===== src/rtl/order_msg_parser.sv =====
// Byte-stream parser for 'A' (add, 28 B) and 'U' (modify, 40 B) order messages.
// Build macro PARSER_SIDE_CHECK_EN: only 'B'/'S' side bytes are legal, anything else drops the message.
module order_msg_parser #(
    parameter int MAX_LEN = 40
) (
    input  logic        clk,
    input  logic        rst_n,
    input  logic [7:0]  in_data,
    input  logic        in_valid,
    input  logic        in_sof,
    output logic        in_ready,
    output logic        msg_valid,
    output logic        msg_type,
    output logic [47:0] symbol_id,
    output logic        side,
    output logic [63:0] price,
    output logic [63:0] orig_price,
    output logic [63:0] quantity,
    output logic [31:0] order_id,
    output logic [31:0] orig_order_id,
    output logic [15:0] err_cnt
);
    localparam int CNT_W = (MAX_LEN > 2) ? $clog2(MAX_LEN) : 1;
    localparam logic [CNT_W-1:0] ADD_LAST = CNT_W'(27);
    localparam logic [CNT_W-1:0] MOD_LAST = CNT_W'(39);

    typedef enum logic [1:0] {IDLE, BODY, EMIT, DROP} state_t;

    state_t           state_q, state_d;
    logic [CNT_W-1:0] cnt_q, cnt_d;
    logic             is_mod_q, is_mod_d;
    logic             side_h_q, side_h_d;
    logic [47:0]      sym_h_q, sym_h_d;
    logic [31:0]      oid_h_q, oid_h_d, ooid_h_q, ooid_h_d;
    logic [63:0]      price_h_q, price_h_d, oprice_h_q, oprice_h_d, qty_h_q, qty_h_d;
    logic             msg_type_q, msg_type_d, side_q, side_d;
    logic [47:0]      symbol_q, symbol_d;
    logic [31:0]      oid_q, oid_d, ooid_q, ooid_d;
    logic [63:0]      price_q, price_d, oprice_q, oprice_d, qty_q, qty_d;
    logic [15:0]      err_q, err_d;
    logic             msg_valid_q, msg_valid_d, in_ready_q, in_ready_d;
    logic             accept, side_err;
    logic [1:0]       err_inc;
    logic [16:0]      err_sum;
    logic [CNT_W-1:0] last_off;

    always_comb begin
        state_d     = state_q;
        cnt_d       = cnt_q;
        is_mod_d    = is_mod_q;
        side_h_d    = side_h_q;
        sym_h_d     = sym_h_q;
        oid_h_d     = oid_h_q;
        ooid_h_d    = ooid_h_q;
        price_h_d   = price_h_q;
        oprice_h_d  = oprice_h_q;
        qty_h_d     = qty_h_q;
        msg_type_d  = msg_type_q;
        side_d      = side_q;
        symbol_d    = symbol_q;
        oid_d       = oid_q;
        ooid_d      = ooid_q;
        price_d     = price_q;
        oprice_d    = oprice_q;
        qty_d       = qty_q;
        err_inc     = 2'd0;
        side_err    = 1'b0;
        accept      = in_valid && in_ready_q;
        last_off    = is_mod_q ? MOD_LAST : ADD_LAST;

        // Body byte: cnt_q is the byte offset within the message.
        if (accept && state_q == BODY && !in_sof) begin
            if (cnt_q == CNT_W'(1)) begin
`ifdef PARSER_SIDE_CHECK_EN
                side_h_d = (in_data == 8'h42);
                side_err = (in_data != 8'h42) && (in_data != 8'h53);
`else
                side_h_d = (in_data == 8'h42);
`endif
            end else if (cnt_q <= CNT_W'(7)) begin
                sym_h_d = {sym_h_q[39:0], in_data};
            end else if (cnt_q <= CNT_W'(11)) begin
                oid_h_d = {oid_h_q[23:0], in_data};
            end else if (!is_mod_q) begin
                if (cnt_q <= CNT_W'(19)) price_h_d = {price_h_q[55:0], in_data};
                else                     qty_h_d   = {qty_h_q[55:0], in_data};
            end else begin
                if (cnt_q <= CNT_W'(15))      ooid_h_d   = {ooid_h_q[23:0], in_data};
                else if (cnt_q <= CNT_W'(23)) price_h_d  = {price_h_q[55:0], in_data};
                else if (cnt_q <= CNT_W'(31)) oprice_h_d = {oprice_h_q[55:0], in_data};
                else                          qty_h_d    = {qty_h_q[55:0], in_data};
            end

            if (side_err) begin
                state_d = DROP;
                err_inc = 2'd1;
            end else if (cnt_q == last_off) begin
                // Outputs take the shifted values so the last byte lands in EMIT.
                state_d    = EMIT;
                msg_type_d = is_mod_q;
                side_d     = side_h_d;
                symbol_d   = sym_h_d;
                oid_d      = oid_h_d;
                ooid_d     = is_mod_q ? ooid_h_d : 32'd0;
                price_d    = price_h_d;
                oprice_d   = is_mod_q ? oprice_h_d : 64'd0;
                qty_d      = qty_h_d;
            end else begin
                cnt_d = cnt_q + CNT_W'(1);
            end
        end

        if (state_q == EMIT) state_d = IDLE;

        // A start-of-frame byte is a type byte in any accepting state; in BODY it also aborts.
        if (accept && in_sof && state_q != EMIT) begin
            if (state_q == BODY) err_inc = err_inc + 2'd1;
            if (in_data == 8'h41 || in_data == 8'h55) begin
                state_d  = BODY;
                is_mod_d = (in_data == 8'h55);
                cnt_d    = CNT_W'(1);
            end else begin
                state_d = DROP;
                err_inc = err_inc + 2'd1;
            end
        end

        err_sum     = {1'b0, err_q} + {15'd0, err_inc};
        err_d       = err_sum[16] ? 16'hFFFF : err_sum[15:0];
        msg_valid_d = (state_d == EMIT);
        in_ready_d  = (state_d != EMIT);
    end

    always_ff @(posedge clk or negedge rst_n) begin
        if (!rst_n) begin
            state_q     <= IDLE;
            cnt_q       <= '0;
            is_mod_q    <= 1'b0;
            side_h_q    <= 1'b0;
            sym_h_q     <= '0;
            oid_h_q     <= '0;
            ooid_h_q    <= '0;
            price_h_q   <= '0;
            oprice_h_q  <= '0;
            qty_h_q     <= '0;
            msg_type_q  <= 1'b0;
            side_q      <= 1'b0;
            symbol_q    <= '0;
            oid_q       <= '0;
            ooid_q      <= '0;
            price_q     <= '0;
            oprice_q    <= '0;
            qty_q       <= '0;
            err_q       <= '0;
            msg_valid_q <= 1'b0;
            in_ready_q  <= 1'b0;
        end else begin
            state_q     <= state_d;
            cnt_q       <= cnt_d;
            is_mod_q    <= is_mod_d;
            side_h_q    <= side_h_d;
            sym_h_q     <= sym_h_d;
            oid_h_q     <= oid_h_d;
            ooid_h_q    <= ooid_h_d;
            price_h_q   <= price_h_d;
            oprice_h_q  <= oprice_h_d;
            qty_h_q     <= qty_h_d;
            msg_type_q  <= msg_type_d;
            side_q      <= side_d;
            symbol_q    <= symbol_d;
            oid_q       <= oid_d;
            ooid_q      <= ooid_d;
            price_q     <= price_d;
            oprice_q    <= oprice_d;
            qty_q       <= qty_d;
            err_q       <= err_d;
            msg_valid_q <= msg_valid_d;
            in_ready_q  <= in_ready_d;
        end
    end

    assign in_ready      = in_ready_q;
    assign msg_valid     = msg_valid_q;
    assign msg_type      = msg_type_q;
    assign symbol_id     = symbol_q;
    assign side          = side_q;
    assign price         = price_q;
    assign orig_price    = oprice_q;
    assign quantity      = qty_q;
    assign order_id      = oid_q;
    assign orig_order_id = ooid_q;
    assign err_cnt       = err_q;
endmodule


===== config.mk =====
export PLATFORM = sky130hd
export DESIGN_NAME = order_msg_parser
export DESIGN_NICKNAME = d
export VERILOG_FILES = /design/src/rtl/order_msg_parser.sv
export SDC_FILE = /design/constraint.sdc
export NUM_CORES = 1
export LEC_CHECK = 0
export CAP_MARGIN = 20
export CORE_ASPECT_RATIO = 2
export CORE_MARGIN = 3
export CORE_UTILIZATION = 49
export DETAILED_ROUTE_END_ITERATION = 16
export HOLD_SLACK_MARGIN = 0.03
export PLACE_DENSITY = 0.82
export RECOVER_POWER = 25
export SETUP_SLACK_MARGIN = 0.5
export SLEW_MARGIN = 5
export SYNTH_ARGS = -nofsm -noshare
export SYNTH_HDL_FRONTEND = slang
export SYNTH_SLANG_ARGS = --single-unit

===== constraint.sdc =====
create_clock -name clk -period 3.6 [get_ports clk]
set_clock_uncertainty 0.1 [all_clocks]
set_input_delay 0.9 -clock clk [delete_from_list [all_inputs] [get_ports clk]]
set_output_delay 0.9 -clock clk [all_outputs]
set_load 0.03 [all_outputs]

# [Word-level counts from Yosys, hierarchy flattened]
# Cells that the tools add are included.
# Widths: inputs -> output; s select.
[totals] ff_bits=638 latchBits=0 ramBits=0 mem_bits_ro=0 output_inout_bits=324 word_cells=99 n_memories=0
[op_classes] addsub=3 n_mul=0 div_mod_pow=0 order_cmp=6 n_eq_ne=10 n_shift=0 mux=50 bitwise_logic=0 reduce_logical=9
[op_table] cell="$mux 64" n=23
[op_table] cell="$mux 32" n=9
[op_table] cell="$mux 48" n=2
[op_table] cell="$mux 6" n=5
[op_table] cell="$eq 8x7->1 const B" n=3
[op_table] cell="$le 6x5->1 const B" n=3
[op_table] cell="$add 16x2->17" n=1
[op_table] cell="$mux 16" n=1
[op_table] cell="$mux 2" n=8
[op_table] cell="$le 6x4->1 const B" n=2
[op_table] cell="$add 6x1->6 const B" n=1
[op_table] cell="$eq 6x1->1 const B" n=1
[op_table] cell="$eq 6x6->1" n=1
[op_table] cell="$le 6x3->1 const B" n=1
[op_table] cell="$logic_and 1x1->1" n=5
[op_table] cell="$eq 2x2->1 const B" n=2
[op_table] cell="$ne 2x2->1 const B" n=2
[op_table] cell="$reduce_and 2->1" n=2
[op_table] cell="$add 2x1->2 const B" n=1
[op_table] cell="$eq 2x1->1 const B" n=1
[op_table] cell="$mux 1" n=2
[op_table] cell="$logic_not 1->1" n=1
[op_table] cell="$logic_or 1x1->1" n=1

# [Longest topological paths before layout]
# Gate-level depths: netlist (run 1).
[depth] ltp_word=9 mapped_depth=14

# [Worst setup path before layout (run 1)]
# OpenSTA, ideal clock, no wires.
[synth_timing] kind="input to register" from="in in_data[7]" to="reg err_q[1], in the netlist err_cnt[1]" setup_time_ps=68 arrival_ps=3388 required_ps=3432 setup_slack_ps=44 cell_stages=12 path_buffers=1 path_cell_list="nor4b_1 nand3_1 ha_1 and3_1 ha_1 inv_1 fa_1 nand2b_1 nor2_1 nand3_1 clkbuf_1 nand2_1"
[synth_between] elab_chain_cells=6 word_cells_on_any_way=7 cone_classes="add/sub (1); eq/ne (2); mux (3); reduce/logical (1)"
[synth_rtl] item="start, declared" line="8" text="input logic [7:0] in_data,"
[synth_rtl] item="$eq 8x7->1" line="118" text="if (in_data == 8'h41 || in_data == 8'h55) begin"
[synth_rtl] item="$logic_or 1x1->1 (*)" line="118"
[synth_rtl] item="$mux 2 (*)" line="118"
[synth_rtl] item="$mux 2 (*)" line="116" text="if (accept && in_sof && state_q != EMIT) begin"
[synth_rtl] item="$add 16x2->17 (*)" line="128" text="err_sum = {1'b0, err_q} + {15'd0, err_inc};"
[synth_rtl] item="$mux 16 (*)" line="129" text="err_d = err_sum[16] ? 16'hFFFF : err_sum[15:0];"
[synth_rtl] item="named net err_d[1]" line="40" text="logic [15:0] err_q, err_d;"
[synth_rtl] item="end signal, assigned" line="176" text="err_q <= err_d;"
[synth_rtl] item="end, declared" line="40"
# The timed path passes the listed nets; every way through them passes the cells marked *.
# A chain may end at the register's enable or synchronous reset.

# [Final worst setup path (run 1)]
[layout_timing] from="in in_data[1]" to="reg err_q[12], in the netlist err_cnt[12]"
# The elaborated chain is that of the path after synthesis.

==> reports/results.tsv, run 1 <==
metric	value	unit
Cell Area, Synth	0.02839	mm²
Max rail drop VDD	0.5251	mV
status	finished with violations	
Area Growth Syn to Fin	21.36	%
max-slew violation count	66	
clk buf depth	3	
Mapped Nets	2349	
YS warnings	0	
first-pass GRT wire length	124900	µm
Post-synth top cells	638 x dfrtp_1, 296 x mux2_2, 274 x a31oi_1, 241 x mux2i_1, 184 x o31ai_1	
Synth top area share	56.23	%
final worst-path cycle share	84.10	%
Clock Latency Late Sink	0.61	ns
Final #Nets	2566	
Top FF cell, synth	dfrtp_1	
ANT cells	0	
area leader, netlist	dfrtp_1	
most instantiated library cell after synthesis	dfrtp_1	
Avg WL per Cell	23.93	µm
Worst Hold Class	flip-flop to flip-flop	
CTS hold repair buffers	0	
H-tree Lvls	2	
largest net degree at the start of global routing	215	
startpoint type of the worst setup path	input pin	
register area share after synthesis	56.23	%
DRT Pass-1 Iters	6	
Worst-Margin Slew	2.188	ns
GRT Resource Usage Total	25.56	%
number of synthesized flops with an enable pin	0	
Setup-failing EPs final	0	
Hold Fails Final Rpt	0	
Pwr per Cell Area	448.3	mW/mm²
Final ANT Viol Nets	0	
min Tclk post-route	3.027	ns
unrepaired setup endpoints after global routing	false	
failing checks	capacitance limit, slew limit	
CP peak stage delay	0.51	ns
vias in the first global route	21790	
Fillers	4408	
Top delay family on crit path	simple AND/OR/NAND/NOR gates	
GPL Wtd Cong	0.8466	
clock slew at reported path FFs	0.07	ns
#FFs+latches synth	638	
kind of critical path	input pin to flip-flop	
Critical Path AT	3.42	ns
CTS buffer count	55	
root buf cell	clkbuf_16	
fraction of layout cells with a size suffix above 1	18.91	%
drc violations	0	
core area	0.05725	mm²
CTS tree	built	
row cnt	124	
final wirelength	79990	µm
CP Cell Sequence	clkdlybuf4s50_1 -> nor2b_4 -> nand3_4 -> ha_4 -> and3_4 -> ha_4 -> inv_2 -> fa_2 -> nand2b_4 -> nor2_4 -> nand4_1 -> mux2i_1	
Sum Neg Setup Slack	0	ns
Critical Path Most Common Cell	ha_4	
Crit. End Element	flip-flop	
Slowest cell on crit path	clkdlybuf4s50_1	
die height	346.4	µm
synthesized netlist cell count	2331	
hold_ws	0.3980	ns
DIE WIDTH	176.2	µm
share of synthesized registers carrying an async set or reset	100.0	%
clk sink count	638	
PortBufs	335	
largest fanout on the critical path	6	
starting DRC count in detailed routing	1543	
Fmax	330.3	MHz
max_cap viols	1	
leak pwr	15.25	nW
WP data required	4.00	ns
Post-Syn Area per Cell	12.18	µm²
HPWL after DPL	52150	µm
GR Overflow Total	0	
worst slew margin relative to its limit	-45.85	%
io pins	336	
Area contributors post-synth	dfrtp_1 56%, mux2_2 12%, mux2i_1 8.5%, a31oi_1 6.0%, o31ai_1 4.9%	
average vias per placed instance	6.293	
Starting Density	49.60	%
Worst Path Buf+Inv	2	
distinct cell type count after synthesis	53	
vias	21030	
DIE AREA	0.06105	mm²
initial antenna violation count	1	
-- flip-flops by register name (all words and copies together), names as in the netlist, 16 cells and up --
name / cells
order_id: 32
err_cnt: 16
price_h_q: 64
ooid_h_q: 32
oid_h_q: 32
orig_price: 64
qty_h_q: 64
symbol_id: 48
orig_order_id: 32
oprice_h_q: 64
sym_h_q: 48
price: 64
quantity: 64
-- cells by family (layout without fill, tap and decap cells) --
family / after synthesis / count (layout) / synth area share [%]
AOI/OAI and AO/OA: 706 / 706 / 15.52
and+or+nand+nor: 159 / 160 / 3.036
adders and majority gates: 6 / 6 / 0.2908
xor gates and xnor gates: 11 / 11 / 0.3393
DFF: 638 / 638 / 56.23
buffers and inverters: 262 / 516 / 3.878
muxes: 549 / 549 / 20.71
-- layout make-up --
type	instances	area [µm²]	share of cell area, %
Sequential cell	638	15970	46.33
Multi-Input combinational cell	1432	11580	33.61
Timing Repair Buffer	404	4078	11.83
Clock buffer	84	1688	4.898
Tap cell	756	945.9	2.745
Clock inverter	11	131.4	0.3812
Inverter	17	68.82	0.1997
-- power breakdown --
group | switching (mW) | internal, mW | leakage [nW]
sequential | 0.276 | 7.35 | 8.85
clock | 2.66 | 3.37 | 0.901
combinational | 1.19 | 0.608 | 5.49
total | 4.12 | 11.3 | 15.2
-- repair_timing --
action,in CTS,in global routing
endpoints found under the hold margin,0,0
resized for setup,9,6
endpoints found under the setup margin,16,15
cloned,0,1
pin swaps,3,5
buffers inserted,1,1
-- worst register-to-register path, delay by kind of cell, from the launching register on --
kind / cells / cell delay, ns
AOI/OAI and AO/OA: 3 / 1.03
buffers and inverters: 1 / 0.66
DFF: 1 / 0.57
and+or+nand+nor: 1 / 0.47
-- metrics by stage --
| stage | cells | total power [mW] | setup slack [ns] | cell area [µm²] | util, % |
|---|---|---|---|---|---|
| after floorplan | 2331 | 8.819 | 0.4887 | 28480 | - |
| after global placement | 3243 | 9.461 | -0.3339 | 32590 | 56.92 |
| after detailed placement | 3243 | 9.519 | -0.4168 | 32590 | 56.92 |
| after CTS | 3339 | 15.54 | 0.5086 | 34430 | 60.14 |
| after global routing | 3342 | 15.98 | 0.2671 | 34460 | 60.19 |
| final | 3342 | 15.45 | 0.5725 | 34460 | 60.19 |
-- per-layer routing --
| metal | up-vias | track usage [%] | routed length [µm] |
|---|---|---|---|
| li1 | 9197 | - | - |
| met1 | 10810 | 31.04 | 29830 |
| met2 | 854 | 43.21 | 39910 |
| met3 | 175 | 6.221 | 6436 |
| met4 | 0 | 10.94 | 3814 |
| met5 | - | 0 | 0 |
-- cells in the final DEF (no fill, tap or decap), types with 6 or more instances in the layout --
| cell | n |
|---|---|
| dfrtp_1 | 637 |
| clkdlybuf4s50_1 | 327 |
| mux2_2 | 296 |
| a31oi_1 | 274 |
| mux2i_1 | 241 |
| o31ai_1 | 184 |
| a21oi_1 | 150 |
| o21ai_0 | 79 |
| nand3_1 | 71 |
| clkbuf_16 | 57 |
| buf_4 | 42 |
| nand2_1 | 19 |
| buf_12 | 19 |
| clkbuf_1 | 17 |
| clkbuf_8 | 16 |
| mux2_1 | 12 |
| inv_1 | 11 |
| nor2_1 | 10 |
| nand4_1 | 7 |
| nor2_4 | 6 |
-- path summary, 6_finish.rpt --
kind | startpoint | endpoint | slack [ns] | cells after the start
setup / recovery | in_data[1] | err_cnt[12] | 0.57 | 12
hold / removal | side_h_q | side_h_q | 0.40 | 2
setup reg to reg | cnt_q[2] | quantity[18] | 0.66 | 5
hold reg to reg | side_h_q | side_h_q | 0.40 | 2
max in group asynchronous | rst_n | sym_h_q[36] | 0.69 | 2
min in group asynchronous | rst_n | quantity[41] | 0.78 | 1
Note: power is estimated with default switching activity, not from simulation.
==> run 2, diff against run 1 <==
Settings changed: PLACE_DENSITY 0.82 to 0.85.
Clock period 3.6 ns to 2.5 ns, I/O delays scaled along.
==> reports/results.tsv, run 2 (same netlist as run 1, synthesis figures left out) <==
metric	value	unit
Final #Nets	2768	
worst slack at placement	-1.228	ns
io pins	336	
vias	23420	
failing checks	setup timing	
HPWL after DPL	54260	µm
GPL Wtd Cong	0.8828	
Clock Power Share	39.2	%
GR Overflow Total	0	
WP data required	2.89	ns
Seq pwr share	46.0	%
clk buf depth	3	
fin worst setup slack	-0.06443	ns
startpoint type of the worst setup path	input pin	
leak pwr	17.93	nW
drc violations	0	
commonest non-fill, non-tap cell in the layout	dfrtp_1	
total power	23.82	mW
Critical Path AT	2.95	ns
Layout Utilization	67.18	%
most frequent cells in the layout	626 x dfrtp_1, 239 x mux2i_1, 227 x mux2_4	
core area	0.05725	mm²
largest fanout on the critical path	4	
vias in the first global route	23020	
die height	346.4	µm
final wirelength	103400	µm
Starting Density	49.60	%
final worst-path cycle share	102.6	%
Setup-failing EPs final	9	
Combinational Power Share	14.8	%
clk sink count	638	
largest net degree at the start of global routing	147	
DRT Pass-1 Iters	6	
max_cap viols	0	
sw power	6.776	mW
Avg WL per Cell	29.11	µm
first-pass GRT wire length	136000	µm
starting DRC count in detailed routing	2232	
Area Growth Syn to Fin	35.46	%
Worst-Margin Slew	1.438	ns
net switching share of the total power	28.45	%
Post-Place Cells	3308	
Hold Fails Final Rpt	0	
GRT Resource Usage Total	27.94	%
DIE WIDTH	176.2	µm
Finished Layout Cells	3553	
Max rail drop VDD	0.7723	mV
min Tclk post-route	2.564	ns
kind of critical path	input pin to flip-flop	
fraction of layout cells with a size suffix above 1	42.53	%
root buf cell	clkbuf_16	
worst slew margin relative to its limit	4.119	%
PortBufs	335	
initial antenna violation count	1	
Int Pwr	17.04	mW
Worst Hold Class	flip-flop to flip-flop	
clock slew at reported path FFs	0.07	ns
CTS buffer count	55	
Fmax	390.0	MHz
unrepaired setup endpoints after global routing	true	
average vias per placed instance	6.592	
DIE AREA	0.06105	mm²
H-tree Lvls	2	
status	finished with violations	
max-slew violation count	0	
Crit. End Element	flip-flop	
Final ANT Viol Nets	0	
Clock Latency Late Sink	0.62	ns
row cnt	124	
Pwr per Cell Area	619.3	mW/mm²
CTS tree	built	
## run 2: power groups by stage
stage / clock, mW / combinational (mW) / sequential (mW)
after CTS: 9.38 / 2.92 / 10.9
final: 9.34 / 3.52 / 11.0
after floorplan: 0 / 1.74 / 11.1
after global placement: 0 / 2.70 / 11.1
after detailed placement: 0 / 2.78 / 11.1
after global routing: 9.81 / 3.69 / 11.0
## run 2: area by class of cell
class                   count  area, µm²
clock buffers              71       1546
diodes                      1      2.502
well taps                 756      945.9
repair buffers            604       5772
repair inverters            1      11.26
inverters                  17      96.34
multi-input cells        1433      13710
flip-flops and latches    638      15980
clock inverters            32      395.4
fillers                  3805      18790
## run 2: final timing paths
path                       cells after the start  slack, ns        endpoint            from
setup reg to reg                              11       0.05      err_cnt[8]      state_q[0]
hold / removal                                 2       0.39  orig_price[36]  orig_price[36]
min in group asynchronous                      2       0.78      sym_h_q[9]           rst_n
setup / recovery                              14      -0.06      err_cnt[8]      in_data[5]
hold reg to reg                                2       0.39  orig_price[36]  orig_price[36]
max in group asynchronous                      4       0.20       price[29]           rst_n
## run 2: timing repair
item	CTS	global route
hold buffers	1	0
endpoints found under the hold margin	25	0
gates resized for setup	919	649
gates cloned	5	60
pin swaps	15	41
setup endpoints to repair	953	801
setup buffers	27	48
## run 2: critical path: stages
cell and delay, ns:
buf_8 0.10, nor4b_4 0.25, buf_4 0.19, nand3_4 0.09, ha_4 0.27, and3_4 0.18, ha_4 0.14, inv_2 0.04
fa_2 0.33, nand2b_4 0.18, buf_4 0.15, nor3_2 0.15, xnor2_1 0.17, nand2_1 0.09
## run 2: metrics by stage
stage / TNS (ns) / hold slack (ns) / cell area [µm²]
6_report: -0.3352 / 0.3937 / 38460
5_1_grt: -0.8215 / 0.4228 / 38460
4_1_cts: 0 / 0.4024 / 35800
3_5_place_dp: -194.18 / 0.3866 / 34160
3_3_place_gp: -182.58 / 0.3658 / 34160
2_1_floorplan: -4.710 / 0.2294 / 29570
## run 2: per-layer routing
layer	wire length [µm]	track usage (%)
met1	36310	34.26
met2	51480	46.85
met3	8178	4.850
met4	7470	14.97
met5	0	0
==> run 3, diff against run 2 <==
Settings changed: CORE_UTILIZATION 49 to 35, PLACE_DENSITY 0.85 to 0.67, SETUP_SLACK_MARGIN 0.5 to 0.1.
==> reports/results.tsv, run 3 (same netlist as run 1, synthesis figures left out) <==
metric	value	unit
final instance area	0.03555	mm²
largest fanout on the critical path	6	
GRT Resource Usage Total	19.91	%
core area	0.08038	mm²
unrepaired setup endpoints after global routing	true	
Pwr per Cell Area	646.0	mW/mm²
FF-to-FF path depth	12	
worst slew margin relative to its limit	12.74	%
clk buf depth	3	
first-pass GRT wire length	135100	µm
status	finished with violations	
Max rail drop VDD	0.5433	mV
Final #Nets	2634	
DIE WIDTH	207.4	µm
final worst-path cycle share	104.1	%
Slowest cell on crit path	nor4b_4	
Worst Hold Class	flip-flop to flip-flop	
failing checks	setup timing	
commonest non-fill, non-tap cell in the layout	dfrtp_1	
Hold Fails Final Rpt	0	
CTS tree	built	
startpoint type of the worst setup path	input pin	
kind of critical path	input pin to flip-flop	
Crit. End Element	flip-flop	
Setup-failing EPs final	16	
total power	22.97	mW
GPL Wtd Cong	0.8311	
H-tree Lvls	2	
starting DRC count in detailed routing	1504	
Fmax	384.2	MHz
largest net degree at the start of global routing	145	
io pins	336	
final wirelength	87090	µm
fin worst setup slack	-0.1026	ns
leak pwr	17.31	nW
Placed Area	0.03386	mm²
max-slew violation count	0	
average vias per placed instance	5.716	
root buf cell	clkbuf_16	
CTS buffer count	57	
GR Overflow Total	0	
WP data required	2.96	ns
max_cap viols	0	
ANT cells	0	
vias in the first global route	21940	
Critical Path AT	3.07	ns
CP Cell Sequence	buf_8 -> nor4b_4 -> nand3_4 -> ha_4 -> and3_4 -> buf_6 -> ha_4 -> inv_2 -> fa_2 -> nand2b_4 -> nor2_4 -> buf_6 -> nand3_4 -> nand2_2	
vias	21190	
die height	408.8	µm
min Tclk post-route	2.603	ns
DRT Pass-1 Iters	5	
most frequent cells in the layout	635 x dfrtp_1, 321 x dlygate4sd2_1, 295 x mux2_2	
HPWL after DPL	58260	µm
row cnt	147	
Starting Density	35.33	%
Clock Latency Late Sink	0.65	ns
Area Growth Syn to Fin	25.21	%
fraction of layout cells with a size suffix above 1	22.22	%
drc violations	0	
PortBufs	335	
DIE AREA	0.08479	mm²
clk sink count	638	
Final ANT Viol Nets	0	
CP peak stage delay	0.34	ns
Worst Hold Depth	2	
clock slew at reported path FFs	0.08	ns
Worst-Margin Slew	1.309	ns
Avg WL per Cell	23.49	µm
initial antenna violation count	1	
## run 3: layout make-up
type / count / area, µm²
repair buffers: 469 / 4576
fillers: 7479 / 44830
inverters: 17 / 68.82
flip-flops and latches: 638 / 15970
clock inverters: 24 / 296.5
multi-input cells: 1433 / 11680
clock buffers: 83 / 1655
well taps: 1043 / 1305
## run 3: per-layer routing
| metal | up-vias | global-route usage [%] | routed length [µm] | part of all wire, % |
|---|---|---|---|---|
| li1 | 9376 | - | - | - |
| met1 | 10920 | 24.71 | 34360 | 39 |
| met2 | 761 | 34.22 | 43940 | 50 |
| met3 | 133 | 4.208 | 5601 | 6.4 |
| met4 | 0 | 7.206 | 3195 | 3.7 |
| met5 | - | 0 | 0 | 0 |
## run 3: worst max-delay path, delay by kind of cell
family | cells | cell delay [ns]
buf+inv | 4 | 0.40
simple gates | 7 | 1.28
fa+ha+maj | 3 | 0.76
## run 3: worst paths after layout
kind,slack [ns],end,start
min in group asynchronous,0.71,quantity[34],rst_n
setup / recovery,-0.10,err_cnt[9],in_data[3]
setup reg to reg,-0.03,err_cnt[9],state_q[0]
max in group asynchronous,0.21,symbol_id[19],rst_n
hold reg to reg,0.39,side_h_q,side_h_q
hold / removal,0.39,side_h_q,side_h_q
## run 3: power by group
part | switching (mW) | internal [mW] | total (mW)
registers | 0.377 | 10.6 | 11.0
logic | 1.82 | 0.947 | 2.77
clock network | 4.09 | 5.15 | 9.24
total | 6.29 | 16.7 | 23.0
## run 3: repair_timing
action                                 4_1_cts  5_1_grt
hold buffers                                 1        0
setup endpoints to repair                  390      171
setup buffers                                3        7
endpoints found under the hold margin       33        0
cloned                                       2        0
pin swaps                                   15       10
resized for setup                          374       17
## run 3: metrics by stage
step            TNS, ns  utilization [%]  std cells  setup slack [ns]  hold WS, ns
2_1_floorplan    -4.710                -       2331           -0.3363       0.2294
3_3_place_gp    -150.60            42.13       3588            -1.207       0.3611
3_5_place_dp    -178.90            42.13       3588            -1.248       0.3728
4_1_cts        -0.04229            44.28       3701          -0.03624       0.3738
5_1_grt          -9.198            44.23       3707           -0.1427       0.4155
6_report        -0.9411            44.23       3707           -0.1026       0.3895
